--- config.mk ---
export PLATFORM = sky130hd
export DESIGN_NAME = cla4_seq_ctrl
export DESIGN_NICKNAME = d
export VERILOG_FILES = /design/src/rtl/cla4_seq_ctrl.sv
export SDC_FILE = /design/constraint.sdc
export NUM_CORES = 1
export LEC_CHECK = 0
export ABC_AREA = 0
export BUFFER_PORTS_ARGS = -buffer_cell sky130_fd_sc_hd__buf_2
export CAP_MARGIN = 20
export CORE_ASPECT_RATIO = 2
export CORE_MARGIN = 2
export CORE_UTILIZATION = 46
export DETAILED_ROUTE_END_ITERATION = 10
export GPL_TIMING_DRIVEN = 1
export PLACE_DENSITY = 0.67
export SYNTH_ARGS = -nofsm -noshare
export SYNTH_HDL_FRONTEND = slang
export SYNTH_SLANG_ARGS = --single-unit
--- constraint.sdc ---
create_clock -name clk -period 2.3 [get_ports clk]
set_input_delay 0.345 -clock clk [delete_from_list [all_inputs] [get_ports clk]]
set_output_delay 0.345 -clock clk [all_outputs]
set_load 0.02 [all_outputs]
--- src/rtl/cla4_seq_ctrl.sv ---
// Wide adder sequencer: streams operand nibbles, LSB first, through one external
// 4-bit carry-look-ahead slice and returns {cout,sum} over a valid/ready port.
module cla4_seq_ctrl #(
   parameter int NIBBLES = 4
) (
   input  logic                 clk,
   input  logic                 rst_n,
   input  logic                 in_valid,
   output logic                 in_ready,
   input  logic [4*NIBBLES-1:0] a,
   input  logic [4*NIBBLES-1:0] b,
   input  logic                 cin,
   output logic                 out_valid,
   input  logic                 out_ready,
   output logic [4*NIBBLES-1:0] sum,
   output logic                 cout,
   output logic [3:0]           cla_a,
   output logic [3:0]           cla_b,
   output logic                 cla_cin,
   input  logic [3:0]           cla_y,
   input  logic                 cla_cout
);

   localparam int W  = 4 * NIBBLES;
   localparam int IW = (NIBBLES > 1) ? $clog2(NIBBLES) : 1;
   localparam logic [IW-1:0] LAST = IW'(NIBBLES - 1);

   localparam logic [1:0] S_IDLE = 2'd0;
   localparam logic [1:0] S_RUN  = 2'd1;
   localparam logic [1:0] S_DONE = 2'd2;

   logic [1:0]    state;
   logic [IW-1:0] idx;
   logic          carry;
   logic [W-1:0]  a_reg;
   logic [W-1:0]  b_reg;

   // Handshakes: a transfer happens on a rising edge where valid && ready are both
   // high; a requester keeps valid and its data stable until that edge.
   assign in_ready  = (state == S_IDLE);
   assign out_valid = (state == S_DONE);

   // Slice inputs come only from registers, so the slice's combinational outputs
   // never loop back into these signals.
   always_comb begin
      cla_a   = 4'd0;
      cla_b   = 4'd0;
      cla_cin = 1'b0;
      if (state == S_RUN) begin
         cla_a   = a_reg[{idx, 2'b00} +: 4];
         cla_b   = b_reg[{idx, 2'b00} +: 4];
         cla_cin = carry;
      end
   end

   always_ff @(posedge clk or negedge rst_n) begin
      if (!rst_n) begin
         state <= S_IDLE;
         idx   <= '0;
         carry <= 1'b0;
         a_reg <= '0;
         b_reg <= '0;
         sum   <= '0;
         cout  <= 1'b0;
      end else begin
         case (state)
            S_IDLE: begin
               if (in_valid) begin
                  a_reg <= a;
                  b_reg <= b;
                  carry <= cin;
                  idx   <= '0;
                  sum   <= '0;
                  state <= S_RUN;
               end
            end
            S_RUN: begin
               sum[{idx, 2'b00} +: 4] <= cla_y;
               carry                  <= cla_cout;
               if (idx == LAST) begin
                  cout  <= cla_cout;
                  idx   <= '0;
                  state <= S_DONE;
               end else begin
                  idx <= idx + 1'b1;
               end
            end
            S_DONE: begin
               if (out_ready) state <= S_IDLE;
            end
            default: state <= S_IDLE;
         endcase
      end
   end

endmodule
==> metrics <==
antenna violations before repair 0; # diodes 0; # H-tree levels 2; min cycle time layout ~2.1 ns; Mapped Nets around 220; worst slew margin relative to its limit ~65%; Clock Latency Late Sink ~0.3 ns; gr ovfl total 0; status finished clean; core area approximately 5500 µm²; Power Density about 1400 nW/µm²; Synth warnings 0; post-detail-place hpwl ~3900 µm; RSZ-0062 raised after global routing no; part of the cycle the worst path needs between 90% and 100%; CP Launch Type flop; Global Route Usage Sum ~17%; Cell variety after synth 31; synthesized area about 2600 µm²; f_max about 0.48 GHz; DR vias between 1500 and 2000; register area 1350 µm²; Initial Util a little under half; fillers about 450; Clock Skews 0.00682 ns; Site Rows 38; Crit Path Class flop to output pin; final setup violation count 0; Post-Layout Cell Count ~300; area of the multi-input gates 1160 µm²; largest net degree at the start of global routing 37; register area share after synthesis between 50% and 60%; IO buf count just under 70; Fin. Hold Viols 0; area grow syn2layout 18.7%; DRC 0; Max FO, Critical Path 14; CTS tree done; Max-Cap Viols 0; Hold-fix buffers, CTS 0; via-per-instance ratio around 5.5; post-CTS setup buffer count 0; share of layout cells above drive strength 1 between 40% and 50%; CP required a little under 2 ns; clock sinks 54; leakage power between 1.5 and 2 nW; HP Class input port to asynchronous set/reset pin; Routed WL per cell between 15 and 20 µm; Initial DRT Pass Iterations 4; post-cts resize count 0; Slew Limit Fails 0; first-pass GRT wire length 8190 µm; Mapped Cells about 170; TritonCTS Buffers 5; Die W about 57 µm; Root Buffer clkbuf_8; die height roughly 110 µm; post-route ant nets 0; Placed Cells ~300; DRT Wirelength 5060 µm; Worst-path clk slew ~0.10 ns; Post-layout nets 290; Seq cells post-synth 54; maximum buffer depth of the clock tree 2; Die Area about 6400 µm²; 1st-iter DRT viols 86; CP arrival 1.73 ns; Tightest Pin Transition about 0.53 ns; crit end category output pin; vias in the first global route about 1700; I/O pin cnt 70; Overall Power 4.45 mW; peak supply drop approximately 0.0011 V; Final Wtd Congestion between 0.7 and 0.8; post-synthesis average cell area 15.5 µm²; Setup TNS 0 ns
[area by class of cell]
type                       count  share of cell area, %
multi-input combinational    103                   37.4
inverter                       3                  0.362
sequential                    54                   43.4
clock inverter                 3                   1.29
tap                           60                   2.41
clock buffer                   5                   2.21
timing repair buffer          75                   12.9
[placed cells by master (no fill, tap or decap), types with 2 or more instances in the layout]
cell type	netlist	routed
a22o_1	16	16
nand2b_1	2	2
dfrtp_1	54	54
mux4_2	5	5
ha_1	6	6
and2_1	9	9
mux2_1	7	7
nor4_4	3	3
mux4_1	3	3
o22ai_1	2	2
buf_2	0	69
clkbuf_8	0	5
mux2_2	6	6
inv_1	3	3
mux2_4	20	20
a21o_1	4	4
nand2_1	9	9
clkinv_2	0	2
buf_4	1	5
[metrics by stage]
step | setup slack (ns) | area, µm² | utilization, % | hold slack (ns)
3_3_place_gp | 0.571 | 3000 | 54.9 | 0.358
5_1_grt | 0.0917 | 3110 | 56.9 | 0.0455
4_1_cts | 0.203 | 3110 | 56.9 | 0.0236
3_5_place_dp | 0.553 | 3000 | 54.9 | 0.356
6_report | 0.229 | 3110 | 56.9 | 0.00548
2_1_floorplan | 0.506 | 2620 | - | 0.0494
[logic make-up (layout without fill, tap and decap cells)]
family                     Yosys count  after routing  synth area share [%]
and+or+nand+nor                     32             32                  9.26
buffers and inverters               12             86                  4.39
adders and majority gates            6              6                  2.86
muxes                               41             41                  24.3
DFF                                 54             54                  51.5
AOI/OAI and AO/OA                   24             24                  7.63
[synthesized netlist by cell type]
master,instances,share of area [%]
buf_8,1,0.57
buf_4,1,0.29
nand2b_4,1,0.52
buf_12,2,1.5
mux4_2,5,4.3
ha_1,6,2.9
nand2_1,9,1.3
or3_2,1,0.29
mux2_2,6,2.6
mux2_4,20,11
buf_6,3,1.3
nor3b_2,1,0.48
mux2_1,7,3.0
a21o_1,4,1.1
nor4_4,3,2.4
and2b_1,1,0.29
nand2b_2,1,0.33
clkbuf_1,2,0.29
nor3b_1,1,0.29
a22o_1,16,5.3
mux4_1,3,3.0
o31ai_1,1,0.29
and2_1,9,2.1
inv_1,3,0.43
dfrtp_1,54,52
o22ai_1,2,0.48
and4_1,1,0.33
nor2b_1,1,0.24
nor2_1,1,0.14
a221o_1,1,0.38
nand2b_1,2,0.48
[worst max-delay path: stages, from the launching register on]
cell     delay [ns]
dfrtp_1        0.51
and2b_1        0.55
and2_1         0.20
buf_2          0.16
[where the power goes]
group | switching [mW] | leakage [nW] | internal, mW | total [mW]
clock | 0.301 | 0.0579 | 0.321 | 0.621
combinational | 1.07 | 0.818 | 1.13 | 2.20
sequential | 0.265 | 0.670 | 1.37 | 1.63
total | 1.64 | 1.55 | 2.81 | 4.45
[metal layers]
metal,routed length (µm),GRT usage (%),vias up,share of wire (%)
met1,1890,17.6,835,37
li1,-,-,767,-
met3,176,2.80,7,3.5
met5,0,0,-,0
met2,2920,31.5,48,58
met4,71,5.27,0,1.4
[final timing paths]
| path | start | slack (ns) | to | depth (start not counted) |
|---|---|---|---|---|
| hold / removal | rst_n | 0.005 | carry$_DFFE_PN0P_ | 1 |
| max in group asynchronous | rst_n | 1.68 | a_reg[5]$_DFFE_PN0P_ | 2 |
| hold reg to reg | b_reg[7]$_DFFE_PN0P_ | 0.48 | b_reg[7]$_DFFE_PN0P_ | 1 |
| setup reg to reg | idx[0]$_DFFE_PN0P_ | 0.55 | sum[7]$_DFFE_PN0P_ | 6 |
| min in group clk | b[5] | 0.25 | b_reg[5]$_DFFE_PN0P_ | 2 |
| setup / recovery | state[1]$_DFFE_PN0P_ | 0.23 | cla_a[1] | 3 |
(Power assumes the default switching activity.)
